### src/rtl/scarv_cop_dispatch_pkg.sv
// Shared codes, FSM states and decoded-field layout for the ISE coprocessor issue stage.
package scarv_cop_dispatch_pkg;

  localparam logic [6:0] COP_OPCODE = 7'h2B;
  localparam logic [2:0] PW_MAX     = 3'd4;

  typedef enum logic [2:0] {
    ICLASS_NONE      = 3'd0,
    ICLASS_PALU      = 3'd1,
    ICLASS_MP        = 3'd2,
    ICLASS_BITMAN    = 3'd3,
    ICLASS_LOADSTORE = 3'd4,
    ICLASS_RANDOM    = 3'd5,
    ICLASS_MOVE      = 3'd6,
    ICLASS_RSVD      = 3'd7
  } iclass_e;

  typedef enum logic [2:0] {
    STATUS_OK       = 3'd0,
    STATUS_ILLEGAL  = 3'd1,
    STATUS_TIMEOUT  = 3'd2,
    STATUS_FU_ERROR = 3'd3
  } status_e;

  typedef enum logic [2:0] {
    ST_IDLE   = 3'd0,
    ST_DECODE = 3'd1,
    ST_ISSUE  = 3'd2,
    ST_WAIT   = 3'd3,
    ST_RESP   = 3'd4
  } state_e;

  typedef struct packed {
    iclass_e     iclass;
    logic [3:0]  subclass;
    logic [2:0]  pw;
    logic [3:0]  crs1;
    logic [3:0]  crs2;
    logic [3:0]  crs3;
    logic [3:0]  crd;
    logic [3:0]  crd1;
    logic [3:0]  crd2;
    logic [4:0]  rd;
    logic [31:0] imm;
    logic [31:0] wb_h;
    logic [31:0] wb_b;
  } fu_fields_t;

  // Class 0 and the reserved code 7 are never enabled, whatever the mask says.
  function automatic logic class_enabled(input iclass_e iclass, input logic [6:0] mask);
    logic [7:0] mask_ext;
    mask_ext = {1'b0, mask};
    return (iclass != ICLASS_NONE) && mask_ext[iclass];
  endfunction

endpackage

### src/rtl/scarv_cop_dispatch_if.sv
// CPU-side and FU-side handshake bundles of the coprocessor issue stage.
// master = initiator of the request (CPU on the cpu bundle, dispatcher on the fu bundle).
interface scarv_cop_cpu_if;
  logic        cpu_insn_req;
  logic        cpu_insn_ack;
  logic [31:0] cpu_insn_enc;
  logic [31:0] cpu_rs1_val;
  logic        cpu_insn_rsp;
  logic        cpu_rsp_ack;
  logic [2:0]  cpu_rsp_status;
  logic        cpu_rsp_wen;
  logic [4:0]  cpu_rsp_rd;
  logic [31:0] cpu_rsp_result;

  modport master (
    output cpu_insn_req, cpu_insn_enc, cpu_rs1_val, cpu_rsp_ack,
    input  cpu_insn_ack, cpu_insn_rsp, cpu_rsp_status, cpu_rsp_wen, cpu_rsp_rd, cpu_rsp_result
  );
  modport slave (
    input  cpu_insn_req, cpu_insn_enc, cpu_rs1_val, cpu_rsp_ack,
    output cpu_insn_ack, cpu_insn_rsp, cpu_rsp_status, cpu_rsp_wen, cpu_rsp_rd, cpu_rsp_result
  );
endinterface

interface scarv_cop_fu_if;
  logic        fu_valid;
  logic        fu_ready;
  logic [2:0]  fu_class;
  logic [3:0]  fu_subclass;
  logic [2:0]  fu_pw;
  logic [3:0]  fu_crs1;
  logic [3:0]  fu_crs2;
  logic [3:0]  fu_crs3;
  logic [3:0]  fu_crd;
  logic [3:0]  fu_crd1;
  logic [3:0]  fu_crd2;
  logic [31:0] fu_imm;
  logic [31:0] fu_rs1_val;
  logic [31:0] fu_wb_h;
  logic [31:0] fu_wb_b;
  logic        fu_done;
  logic        fu_error;
  logic        fu_wen;
  logic [31:0] fu_result;
  logic        fu_abort;

  modport master (
    output fu_valid, fu_class, fu_subclass, fu_pw, fu_crs1, fu_crs2, fu_crs3,
           fu_crd, fu_crd1, fu_crd2, fu_imm, fu_rs1_val, fu_wb_h, fu_wb_b, fu_abort,
    input  fu_ready, fu_done, fu_error, fu_wen, fu_result
  );
  modport slave (
    input  fu_valid, fu_class, fu_subclass, fu_pw, fu_crs1, fu_crs2, fu_crs3,
           fu_crd, fu_crd1, fu_crd2, fu_imm, fu_rs1_val, fu_wb_h, fu_wb_b, fu_abort,
    output fu_ready, fu_done, fu_error, fu_wen, fu_result
  );
endinterface

### src/rtl/scarv_cop_dispatch_idecode.sv
// Combinational instruction decoder; fed from the latched instruction register.
// Layout: [31:30] imm hi | [29:27] pw | [26:23] subclass | [22:19] crs2 | [18:15] crs1 | [14:12] class | [11:7] rd | [6:0] opcode
module scarv_cop_idecode
  import scarv_cop_dispatch_pkg::*;
(
  input  logic [31:0] enc_i,
  output logic        exception_o,
  output fu_fields_t  fields_o
);

  always_comb begin
    fields_o          = '0;
    fields_o.iclass   = iclass_e'(enc_i[14:12]);
    fields_o.subclass = enc_i[26:23];
    fields_o.pw       = enc_i[29:27];
    fields_o.crs1     = enc_i[18:15];
    fields_o.crs2     = enc_i[22:19];
    // Accumulating ops read their destination, so crs3 aliases crd; crd1/crd2 name the even/odd pair.
    fields_o.crs3     = enc_i[10:7];
    fields_o.crd      = enc_i[10:7];
    fields_o.crd1     = {enc_i[10:8], 1'b0};
    fields_o.crd2     = {enc_i[10:8], 1'b1};
    fields_o.rd       = enc_i[11:7];
    fields_o.imm      = {{15{enc_i[31]}}, enc_i[31:15]};
    fields_o.wb_h     = {31'd0, enc_i[15]};
    fields_o.wb_b     = {30'd0, enc_i[16:15]};
    exception_o       = (enc_i[6:0] != COP_OPCODE) || (enc_i[29:27] > PW_MAX);
  end

endmodule

### src/rtl/scarv_cop_dispatch.sv
// Coprocessor issue stage: accept from CPU, decode, dispatch to FUs, wait for done or timeout, respond.
// Latency accept->rsp is 3 cycles for a single-cycle FU, 2 for illegal; fu_* fields hold while fu_valid & !fu_ready.
module scarv_cop_dispatch
  import scarv_cop_dispatch_pkg::*;
#(
  parameter logic [6:0]  FEATURE_MASK = 7'h7F,
  parameter int unsigned FU_TIMEOUT   = 255
) (
  input  logic             g_clk,
  input  logic             g_resetn,
  scarv_cop_cpu_if.slave   cpu,
  scarv_cop_fu_if.master   fu
);

  localparam logic [7:0] TIMEOUT_CNT = 8'(FU_TIMEOUT);

  state_e      state_q;
  logic        ack_q;
  logic [31:0] enc_q;
  logic [31:0] rs1_q;
  fu_fields_t  fld_q;
  logic        fu_valid_q;
  logic [7:0]  cnt_q;
  logic        abort_q;
  logic        rsp_q;
  status_e     status_q;
  logic        wen_q;
  logic [31:0] result_q;

  logic        dec_exc;
  fu_fields_t  dec_fld;
  logic        illegal;
  status_e     done_status;
  logic        done_wen;
  logic [31:0] done_result;

  scarv_cop_idecode u_idecode (
    .enc_i       (enc_q),
    .exception_o (dec_exc),
    .fields_o    (dec_fld)
  );

  always_comb begin
    illegal     = dec_exc || !class_enabled(dec_fld.iclass, FEATURE_MASK);
    done_status = fu.fu_error ? STATUS_FU_ERROR : STATUS_OK;
    done_wen    = fu.fu_wen && !fu.fu_error;
    done_result = fu.fu_error ? 32'd0 : fu.fu_result;
  end

  always_ff @(posedge g_clk or negedge g_resetn) begin
    if (!g_resetn) begin
      state_q    <= ST_IDLE;
      ack_q      <= 1'b0;
      enc_q      <= '0;
      rs1_q      <= '0;
      fld_q      <= '0;
      fu_valid_q <= 1'b0;
      cnt_q      <= '0;
      abort_q    <= 1'b0;
      rsp_q      <= 1'b0;
      status_q   <= STATUS_OK;
      wen_q      <= 1'b0;
      result_q   <= '0;
    end else begin
      abort_q <= 1'b0;
      case (state_q)
        ST_IDLE: begin
          if (ack_q && cpu.cpu_insn_req) begin
            enc_q   <= cpu.cpu_insn_enc;
            rs1_q   <= cpu.cpu_rs1_val;
            ack_q   <= 1'b0;
            state_q <= ST_DECODE;
          end else begin
            ack_q <= 1'b1;
          end
        end
        ST_DECODE: begin
          fld_q <= dec_fld;
          if (illegal) begin
            status_q <= STATUS_ILLEGAL;
            wen_q    <= 1'b0;
            result_q <= '0;
            rsp_q    <= 1'b1;
            state_q  <= ST_RESP;
          end else begin
            fu_valid_q <= 1'b1;
            state_q    <= ST_ISSUE;
          end
        end
        ST_ISSUE: begin
          if (fu.fu_ready) begin
            fu_valid_q <= 1'b0;
            cnt_q      <= '0;
            if (fu.fu_done) begin
              status_q <= done_status;
              wen_q    <= done_wen;
              result_q <= done_result;
              rsp_q    <= 1'b1;
              state_q  <= ST_RESP;
            end else begin
              state_q <= ST_WAIT;
            end
          end
        end
        ST_WAIT: begin
          cnt_q <= cnt_q + 8'd1;
          // A completion arriving in the timeout cycle takes priority over the abort.
          if (fu.fu_done) begin
            status_q <= done_status;
            wen_q    <= done_wen;
            result_q <= done_result;
            rsp_q    <= 1'b1;
            state_q  <= ST_RESP;
          end else if (cnt_q == TIMEOUT_CNT) begin
            abort_q  <= 1'b1;
            status_q <= STATUS_TIMEOUT;
            wen_q    <= 1'b0;
            result_q <= '0;
            rsp_q    <= 1'b1;
            state_q  <= ST_RESP;
          end
        end
        ST_RESP: begin
          if (cpu.cpu_rsp_ack) begin
            rsp_q    <= 1'b0;
            status_q <= STATUS_OK;
            wen_q    <= 1'b0;
            result_q <= '0;
            ack_q    <= 1'b1;
            state_q  <= ST_IDLE;
          end
        end
        default: state_q <= ST_IDLE;
      endcase
    end
  end

  assign cpu.cpu_insn_ack   = ack_q;
  assign cpu.cpu_insn_rsp   = rsp_q;
  assign cpu.cpu_rsp_status = status_q;
  assign cpu.cpu_rsp_wen    = wen_q;
  assign cpu.cpu_rsp_rd     = fld_q.rd;
  assign cpu.cpu_rsp_result = result_q;

  assign fu.fu_valid    = fu_valid_q;
  assign fu.fu_class    = fld_q.iclass;
  assign fu.fu_subclass = fld_q.subclass;
  assign fu.fu_pw       = fld_q.pw;
  assign fu.fu_crs1     = fld_q.crs1;
  assign fu.fu_crs2     = fld_q.crs2;
  assign fu.fu_crs3     = fld_q.crs3;
  assign fu.fu_crd      = fld_q.crd;
  assign fu.fu_crd1     = fld_q.crd1;
  assign fu.fu_crd2     = fld_q.crd2;
  assign fu.fu_imm      = fld_q.imm;
  assign fu.fu_rs1_val  = rs1_q;
  assign fu.fu_wb_h     = fld_q.wb_h;
  assign fu.fu_wb_b     = fld_q.wb_b;
  assign fu.fu_abort    = abort_q;

endmodule
### src/flat_wrapper.sv
// flat-port wrapper written by rule: the top's interface ports become plain ports
module scarv_cop_dispatch_flat import scarv_cop_dispatch_pkg::*;
#(
  parameter logic [6:0]  FEATURE_MASK = 7'h7F,
  parameter int unsigned FU_TIMEOUT   = 255
)
  (g_clk, g_resetn, cpu_cpu_insn_req, cpu_cpu_insn_enc, cpu_cpu_rs1_val, cpu_cpu_rsp_ack, cpu_cpu_insn_ack, cpu_cpu_insn_rsp, cpu_cpu_rsp_status, cpu_cpu_rsp_wen, cpu_cpu_rsp_rd, cpu_cpu_rsp_result, fu_fu_valid, fu_fu_class, fu_fu_subclass, fu_fu_pw, fu_fu_crs1, fu_fu_crs2, fu_fu_crs3, fu_fu_crd, fu_fu_crd1, fu_fu_crd2, fu_fu_imm, fu_fu_rs1_val, fu_fu_wb_h, fu_fu_wb_b, fu_fu_abort, fu_fu_ready, fu_fu_done, fu_fu_error, fu_fu_wen, fu_fu_result);
  scarv_cop_cpu_if cpu_i ();
  scarv_cop_fu_if fu_i ();
  input  logic g_clk;
  input  logic g_resetn;
  input wire logic [$bits(cpu_i.cpu_insn_req)-1:0] cpu_cpu_insn_req;
  input wire logic [$bits(cpu_i.cpu_insn_enc)-1:0] cpu_cpu_insn_enc;
  input wire logic [$bits(cpu_i.cpu_rs1_val)-1:0] cpu_cpu_rs1_val;
  input wire logic [$bits(cpu_i.cpu_rsp_ack)-1:0] cpu_cpu_rsp_ack;
  output wire logic [$bits(cpu_i.cpu_insn_ack)-1:0] cpu_cpu_insn_ack;
  output wire logic [$bits(cpu_i.cpu_insn_rsp)-1:0] cpu_cpu_insn_rsp;
  output wire logic [$bits(cpu_i.cpu_rsp_status)-1:0] cpu_cpu_rsp_status;
  output wire logic [$bits(cpu_i.cpu_rsp_wen)-1:0] cpu_cpu_rsp_wen;
  output wire logic [$bits(cpu_i.cpu_rsp_rd)-1:0] cpu_cpu_rsp_rd;
  output wire logic [$bits(cpu_i.cpu_rsp_result)-1:0] cpu_cpu_rsp_result;
  output wire logic [$bits(fu_i.fu_valid)-1:0] fu_fu_valid;
  output wire logic [$bits(fu_i.fu_class)-1:0] fu_fu_class;
  output wire logic [$bits(fu_i.fu_subclass)-1:0] fu_fu_subclass;
  output wire logic [$bits(fu_i.fu_pw)-1:0] fu_fu_pw;
  output wire logic [$bits(fu_i.fu_crs1)-1:0] fu_fu_crs1;
  output wire logic [$bits(fu_i.fu_crs2)-1:0] fu_fu_crs2;
  output wire logic [$bits(fu_i.fu_crs3)-1:0] fu_fu_crs3;
  output wire logic [$bits(fu_i.fu_crd)-1:0] fu_fu_crd;
  output wire logic [$bits(fu_i.fu_crd1)-1:0] fu_fu_crd1;
  output wire logic [$bits(fu_i.fu_crd2)-1:0] fu_fu_crd2;
  output wire logic [$bits(fu_i.fu_imm)-1:0] fu_fu_imm;
  output wire logic [$bits(fu_i.fu_rs1_val)-1:0] fu_fu_rs1_val;
  output wire logic [$bits(fu_i.fu_wb_h)-1:0] fu_fu_wb_h;
  output wire logic [$bits(fu_i.fu_wb_b)-1:0] fu_fu_wb_b;
  output wire logic [$bits(fu_i.fu_abort)-1:0] fu_fu_abort;
  input wire logic [$bits(fu_i.fu_ready)-1:0] fu_fu_ready;
  input wire logic [$bits(fu_i.fu_done)-1:0] fu_fu_done;
  input wire logic [$bits(fu_i.fu_error)-1:0] fu_fu_error;
  input wire logic [$bits(fu_i.fu_wen)-1:0] fu_fu_wen;
  input wire logic [$bits(fu_i.fu_result)-1:0] fu_fu_result;
  assign cpu_i.cpu_insn_req = cpu_cpu_insn_req;
  assign cpu_i.cpu_insn_enc = cpu_cpu_insn_enc;
  assign cpu_i.cpu_rs1_val = cpu_cpu_rs1_val;
  assign cpu_i.cpu_rsp_ack = cpu_cpu_rsp_ack;
  assign cpu_cpu_insn_ack = cpu_i.cpu_insn_ack;
  assign cpu_cpu_insn_rsp = cpu_i.cpu_insn_rsp;
  assign cpu_cpu_rsp_status = cpu_i.cpu_rsp_status;
  assign cpu_cpu_rsp_wen = cpu_i.cpu_rsp_wen;
  assign cpu_cpu_rsp_rd = cpu_i.cpu_rsp_rd;
  assign cpu_cpu_rsp_result = cpu_i.cpu_rsp_result;
  assign fu_fu_valid = fu_i.fu_valid;
  assign fu_fu_class = fu_i.fu_class;
  assign fu_fu_subclass = fu_i.fu_subclass;
  assign fu_fu_pw = fu_i.fu_pw;
  assign fu_fu_crs1 = fu_i.fu_crs1;
  assign fu_fu_crs2 = fu_i.fu_crs2;
  assign fu_fu_crs3 = fu_i.fu_crs3;
  assign fu_fu_crd = fu_i.fu_crd;
  assign fu_fu_crd1 = fu_i.fu_crd1;
  assign fu_fu_crd2 = fu_i.fu_crd2;
  assign fu_fu_imm = fu_i.fu_imm;
  assign fu_fu_rs1_val = fu_i.fu_rs1_val;
  assign fu_fu_wb_h = fu_i.fu_wb_h;
  assign fu_fu_wb_b = fu_i.fu_wb_b;
  assign fu_fu_abort = fu_i.fu_abort;
  assign fu_i.fu_ready = fu_fu_ready;
  assign fu_i.fu_done = fu_fu_done;
  assign fu_i.fu_error = fu_fu_error;
  assign fu_i.fu_wen = fu_fu_wen;
  assign fu_i.fu_result = fu_fu_result;
  scarv_cop_dispatch #(.FEATURE_MASK(FEATURE_MASK), .FU_TIMEOUT(FU_TIMEOUT)) u_core (.g_clk(g_clk), .g_resetn(g_resetn), .cpu(cpu_i), .fu(fu_i));
endmodule
### config.mk
export PLATFORM = sky130hd
export DESIGN_NAME = scarv_cop_dispatch_flat
export DESIGN_NICKNAME = d
export VERILOG_FILES = /design/src/rtl/scarv_cop_dispatch_pkg.sv /design/src/rtl/scarv_cop_dispatch_if.sv /design/src/rtl/scarv_cop_dispatch_idecode.sv /design/src/rtl/scarv_cop_dispatch.sv /design/src/flat_wrapper.sv
export SDC_FILE = /design/constraint.sdc
export NUM_CORES = 1
export LEC_CHECK = 0
export CAP_MARGIN = 10
export CORE_MARGIN = 2
export CORE_UTILIZATION = 30
export CTS_CLUSTER_SIZE = 24
export DETAILED_ROUTE_END_ITERATION = 10
export GPL_TIMING_DRIVEN = 0
export PLACE_DENSITY = 0.68
export SYNTH_ARGS = -nofsm -noshare
export SYNTH_HDL_FRONTEND = slang
export SYNTH_SLANG_ARGS = --single-unit
### constraint.sdc
create_clock -name g_clk -period 2.48 [get_ports g_clk]
set_input_delay 0.744 -clock g_clk [delete_from_list [all_inputs] [get_ports g_clk]]
set_output_delay 0.744 -clock g_clk [all_outputs]
set_load 0.01 [all_outputs]
==> load_flow_metrics.sql <==
INSERT INTO impl_metrics (metric_group, metric, value, unit) VALUES
('drt', 'drt-initial-drc-count', '138', ''),
('clock_tree', 'post_cts_hold_buffer_count', '0', ''),
('worst_setup_path', 'worst_r2r_endpoint', 'u_core.cpu.cpu_rsp_result[7]$_DFFE_PN0P_', ''),
('cells_and_area', 'drive_gt1_share', '34.04', '%'),
('clock_tree', 'htreeDepth', '4', ''),
('synthesis', 'asyncSetResetFlopFracSynth', '100.0', '%'),
('drt', 'detail_route.wl_per_cell', '13.93', 'um'),
('grt', 'gr-usage-all-layers', '14.18', '%'),
('placed_design', 'globalplace.congestion', '0.7989', ''),
('floorplanning', 'chipWidth', '153.2', 'um'),
('clock_tree', 'clk_transition_reported_paths', '0.07', 'ns'),
('worst_setup_path', 'rr_worst_depth', '6', ''),
('drt', 'routed-wl-met3', '1.582', 'mm'),
('synthesis', 'synth_enable_flop_cells', '0', ''),
('synthesis', 'synthXorXnorAreaFrac', '0.9179', '%'),
('synthesis', 'netlist.top_cell.by_area', 'sky130_fd_sc_hd__dfrtp_1', ''),
('placed_design', 'hpwl', '12.19', 'mm'),
('cells_and_area', 'layout.nets', '982', ''),
('power_and_ir_drop', 'report.power.total', '12930', 'uW'),
('cells_and_area', 'nFillCells', '2057', ''),
('floorplanning', 'placeableCoreArea', '21820', 'um^2'),
('clock_tree', 'clock_tree.root_cell', 'sky130_fd_sc_hd__clkbuf_16', ''),
('timing', 'timing.slew.headroom', '51.75', '%'),
('hold_path', 'worst_hold_path_type', 'in2async', ''),
('placed_design', 'postPlaceCellArea', '9763', 'um^2'),
('worst_setup_path', 'cp.buffers_inverters', '2', ''),
('worst_setup_path', 'start_kind', 'flop', ''),
('clock_tree', 'post-cts-setup-buffer-count', '0', ''),
('floorplanning', 'die_height', '153.2', 'um'),
('synthesis', 'post_synthesis_register_bit_count', '140', ''),
('clock_tree', 'worst_skew_pair.late_latency', '0.42', 'ns'),
('synthesis', 'synth_adder_area_share', '0.1873', '%'),
('power_and_ir_drop', 'share_comb_of_total_power', '50.0', '%'),
('power_and_ir_drop', 'p_sw_share', '34.38', '%'),
('timing', 'report.final.slew_viol_count', '0', ''),
('grt', 'antenna_violations_before_repair', '0', ''),
('floorplanning', 'starting_density_of_the_core', '30.60', '%'),
('synthesis', 'ys_seq_area_share', '52.45', '%'),
('placed_design', 'portBuffers', '247', ''),
('floorplanning', 'row_count', '54', ''),
('drt', 'drtPass1Iterations', '4', ''),
('run_status', 'status', 'finished clean', ''),
('drt', 'ant_nets', '0', ''),
('worst_setup_path', 'timing.critical_path.required', '1.74', 'ns'),
('cells_and_area', 'area_overhead_of_the_layout_relative_to_synthesis', '54.55', '%'),
('clock_tree', 'cts_max_path_buffers', '2', ''),
('timing', 'final_period_minus_worst_setup_slack', '2.417', 'ns'),
('worst_setup_path', 'path_max_fanout', '17', ''),
('drt', 'routed-wl-met2', '7.629', 'mm'),
('flow_run', 'total_of_max_cap_violations', '0', ''),
('timing', 'grt_setup_unrepaired', 'no', ''),
('floorplanning', 'num_io_pins', '311', ''),
('worst_setup_path', 'critical_path.startpoint', 'u_core.fu.fu_imm[16]$_DFFE_PN0N_', ''),
('power_and_ir_drop', 'power.sequential.fraction', '30.9', '%'),
('cells_and_area', 'multi_input_area', '2267', 'um^2'),
('cells_and_area', 'ff_latch_area', '3507', 'um^2'),
('drt', 'routed_wl', '16.30', 'mm'),
('drt', 'drc', '0', ''),
('synthesis', 'post_synth_mux_area_share', '15.17', '%'),
('timing', 'final-hold-violation-count', '0', ''),
('worst_setup_path', 'cp.depth', '2', ''),
('worst_setup_path', 'crit_path_top_delay_cell', 'sky130_fd_sc_hd__dfrtp_4', ''),
('synthesis', 'syn_area_per_cell', '12.19', 'um^2'),
('clock_tree', 'cts-buffers-inserted', '17', ''),
('power_and_ir_drop', 'ir_worst_vdd', '0.6088', 'mV'),
('grt', 'largest_net_degree_at_the_start_of_global_routing', '82', ''),
('worst_setup_path', 'regToRegSetupSlack', '0.30', 'ns'),
('floorplanning', 'fp.dieArea', '23470', 'um^2'),
('worst_setup_path', 'critical_path_at', '1.67', 'ns'),
('synthesis', 'yosysTopAreaCellShare', '52.45', '%'),
('clock_tree', 'clkSinkCount', '140', '');
[layout make-up]
class                           instances  area share (%)
Timing Repair Buffer                  248           24.06
Clock buffer                           17           4.121
Buffer                                131           9.721
Sequential cell                       140           33.98
Inverter                               36           1.333
Clock inverter                         15           1.430
Multi-Input combinational cell        303           21.96
Tap cell                              280           3.394
[placed cells by master, fill, tap and decap left out, drive strengths merged, types with 2 or more instances in the layout]
master,Yosys,routed
a311oi,2,2
buf,131,140
clkinvlp,0,3
nor3,6,6
o21ai,42,42
clkdlybuf4s50,0,239
a21oi,3,3
mux2,90,90
conb,1,63
dfrtp,140,140
nor2,18,18
clkbuf,0,17
or2,2,2
nor4,2,2
xnor2,3,3
a31oi,2,2
clkinv,0,3
nand3,38,38
inv,36,45
nand2,13,13
nand2b,2,2
xor2,4,4
[worst reg2reg max path, delay by kind of cell, from the launching register on]
family,cells,cell delay (ns)
simple gates,2,0.95
flops,1,0.39
compound gates,2,0.23
fa+ha+maj,1,0.24
buf+inv,1,0.27
[logic make-up (layout without fill, tap and decap cells)]
logic type               Yosys count  in the layout
multiplexers                      90             90
adder cells (fa/ha/maj)            1              1
AO/OA/AOI/OAI                     54             54
buffers and inverters            167            447
AND/OR/NAND/NOR                   88             88
other                              1             63
XOR/XNOR                           7              7
flip-flops                       140            140
[power by group through the flow]
stage                     Clock (uW)  Combinational, uW  Sequential, uW
final                           2470               6470            4000
after global routing            2640               6970            4160
after CTS                       2560               6610            4020
after detailed placement           0               6590            4030
after global placement             0               6510            4000
after floorplan                    0               3310            4220
[layer usage]
layer	global-route usage [%]	up-vias
li1	-	2337
met1	17.28	2275
met2	22.81	197
met3	5.926	15
met4	4.586	0
met5	0	-
[stage by stage]
stage / utilization [%] / cells / hold slack (ns)
floorplan: - / 610 / 0.4484
global placement: 44.61 / 1137 / 0.4534
detailed placement: 44.74 / 1138 / 0.4575
CTS: 47.38 / 1170 / 0.3063
global route: 47.30 / 1170 / 0.3317
finish: 47.30 / 1170 / 0.2861
[what timing repair did]
item / CTS / global route
gates resized for setup: 2 / 7
hold endpoints to repair: 0 / 0
setup endpoints to repair: 16 / 7
[synthesized netlist by cell type (2+ instances only)]
cell,n
sky130_fd_sc_hd__dfrtp_1,140
sky130_fd_sc_hd__buf_4,113
sky130_fd_sc_hd__mux2_2,90
sky130_fd_sc_hd__nand3_1,38
sky130_fd_sc_hd__inv_1,35
sky130_fd_sc_hd__o21ai_2,30
sky130_fd_sc_hd__nor2_1,17
sky130_fd_sc_hd__nand2_1,12
sky130_fd_sc_hd__buf_6,11
sky130_fd_sc_hd__o21ai_0,10
sky130_fd_sc_hd__buf_2,4
sky130_fd_sc_hd__nor3_1,4
sky130_fd_sc_hd__xor2_1,4
sky130_fd_sc_hd__a21oi_1,3
sky130_fd_sc_hd__buf_1,3
sky130_fd_sc_hd__xnor2_1,3
sky130_fd_sc_hd__a31oi_1,2
sky130_fd_sc_hd__nand2b_1,2
sky130_fd_sc_hd__nor3_2,2
sky130_fd_sc_hd__o21ai_1,2
[sequential cells by signal, indices dropped and copies added, names as in the netlist, 2 cells and up]
signal and cells:
u_core.fu.fu_imm 17, u_core.cpu.cpu_rsp_status 2, u_core.state_q 3, u_core.fu.fu_rs1_val 32, u_core.cpu.cpu_rsp_result 32, u_core.enc_q 32
u_core.cpu.cpu_rsp_rd 5, u_core.cnt_q 8, u_core.fu.fu_class 3
[worst max path at each step]
| stage | to |
|---|---|
| 4_1_cts | fu_fu_imm[17] |
| 5_1_grt | fu_fu_imm[29] |
| 6_report | fu_fu_imm[29] |
| 3_5_place_dp | u_core.cpu.cpu_rsp_result[7]$_DFFE_PN0P_ |
| 3_3_place_gp | u_core.enc_q[16]$_DFFE_PN0P_ |
| 2_1_floorplan | u_core.cpu.cpu_rsp_result[1]$_DFFE_PN0P_ |
Note: power is estimated with default switching activity, not from simulation.
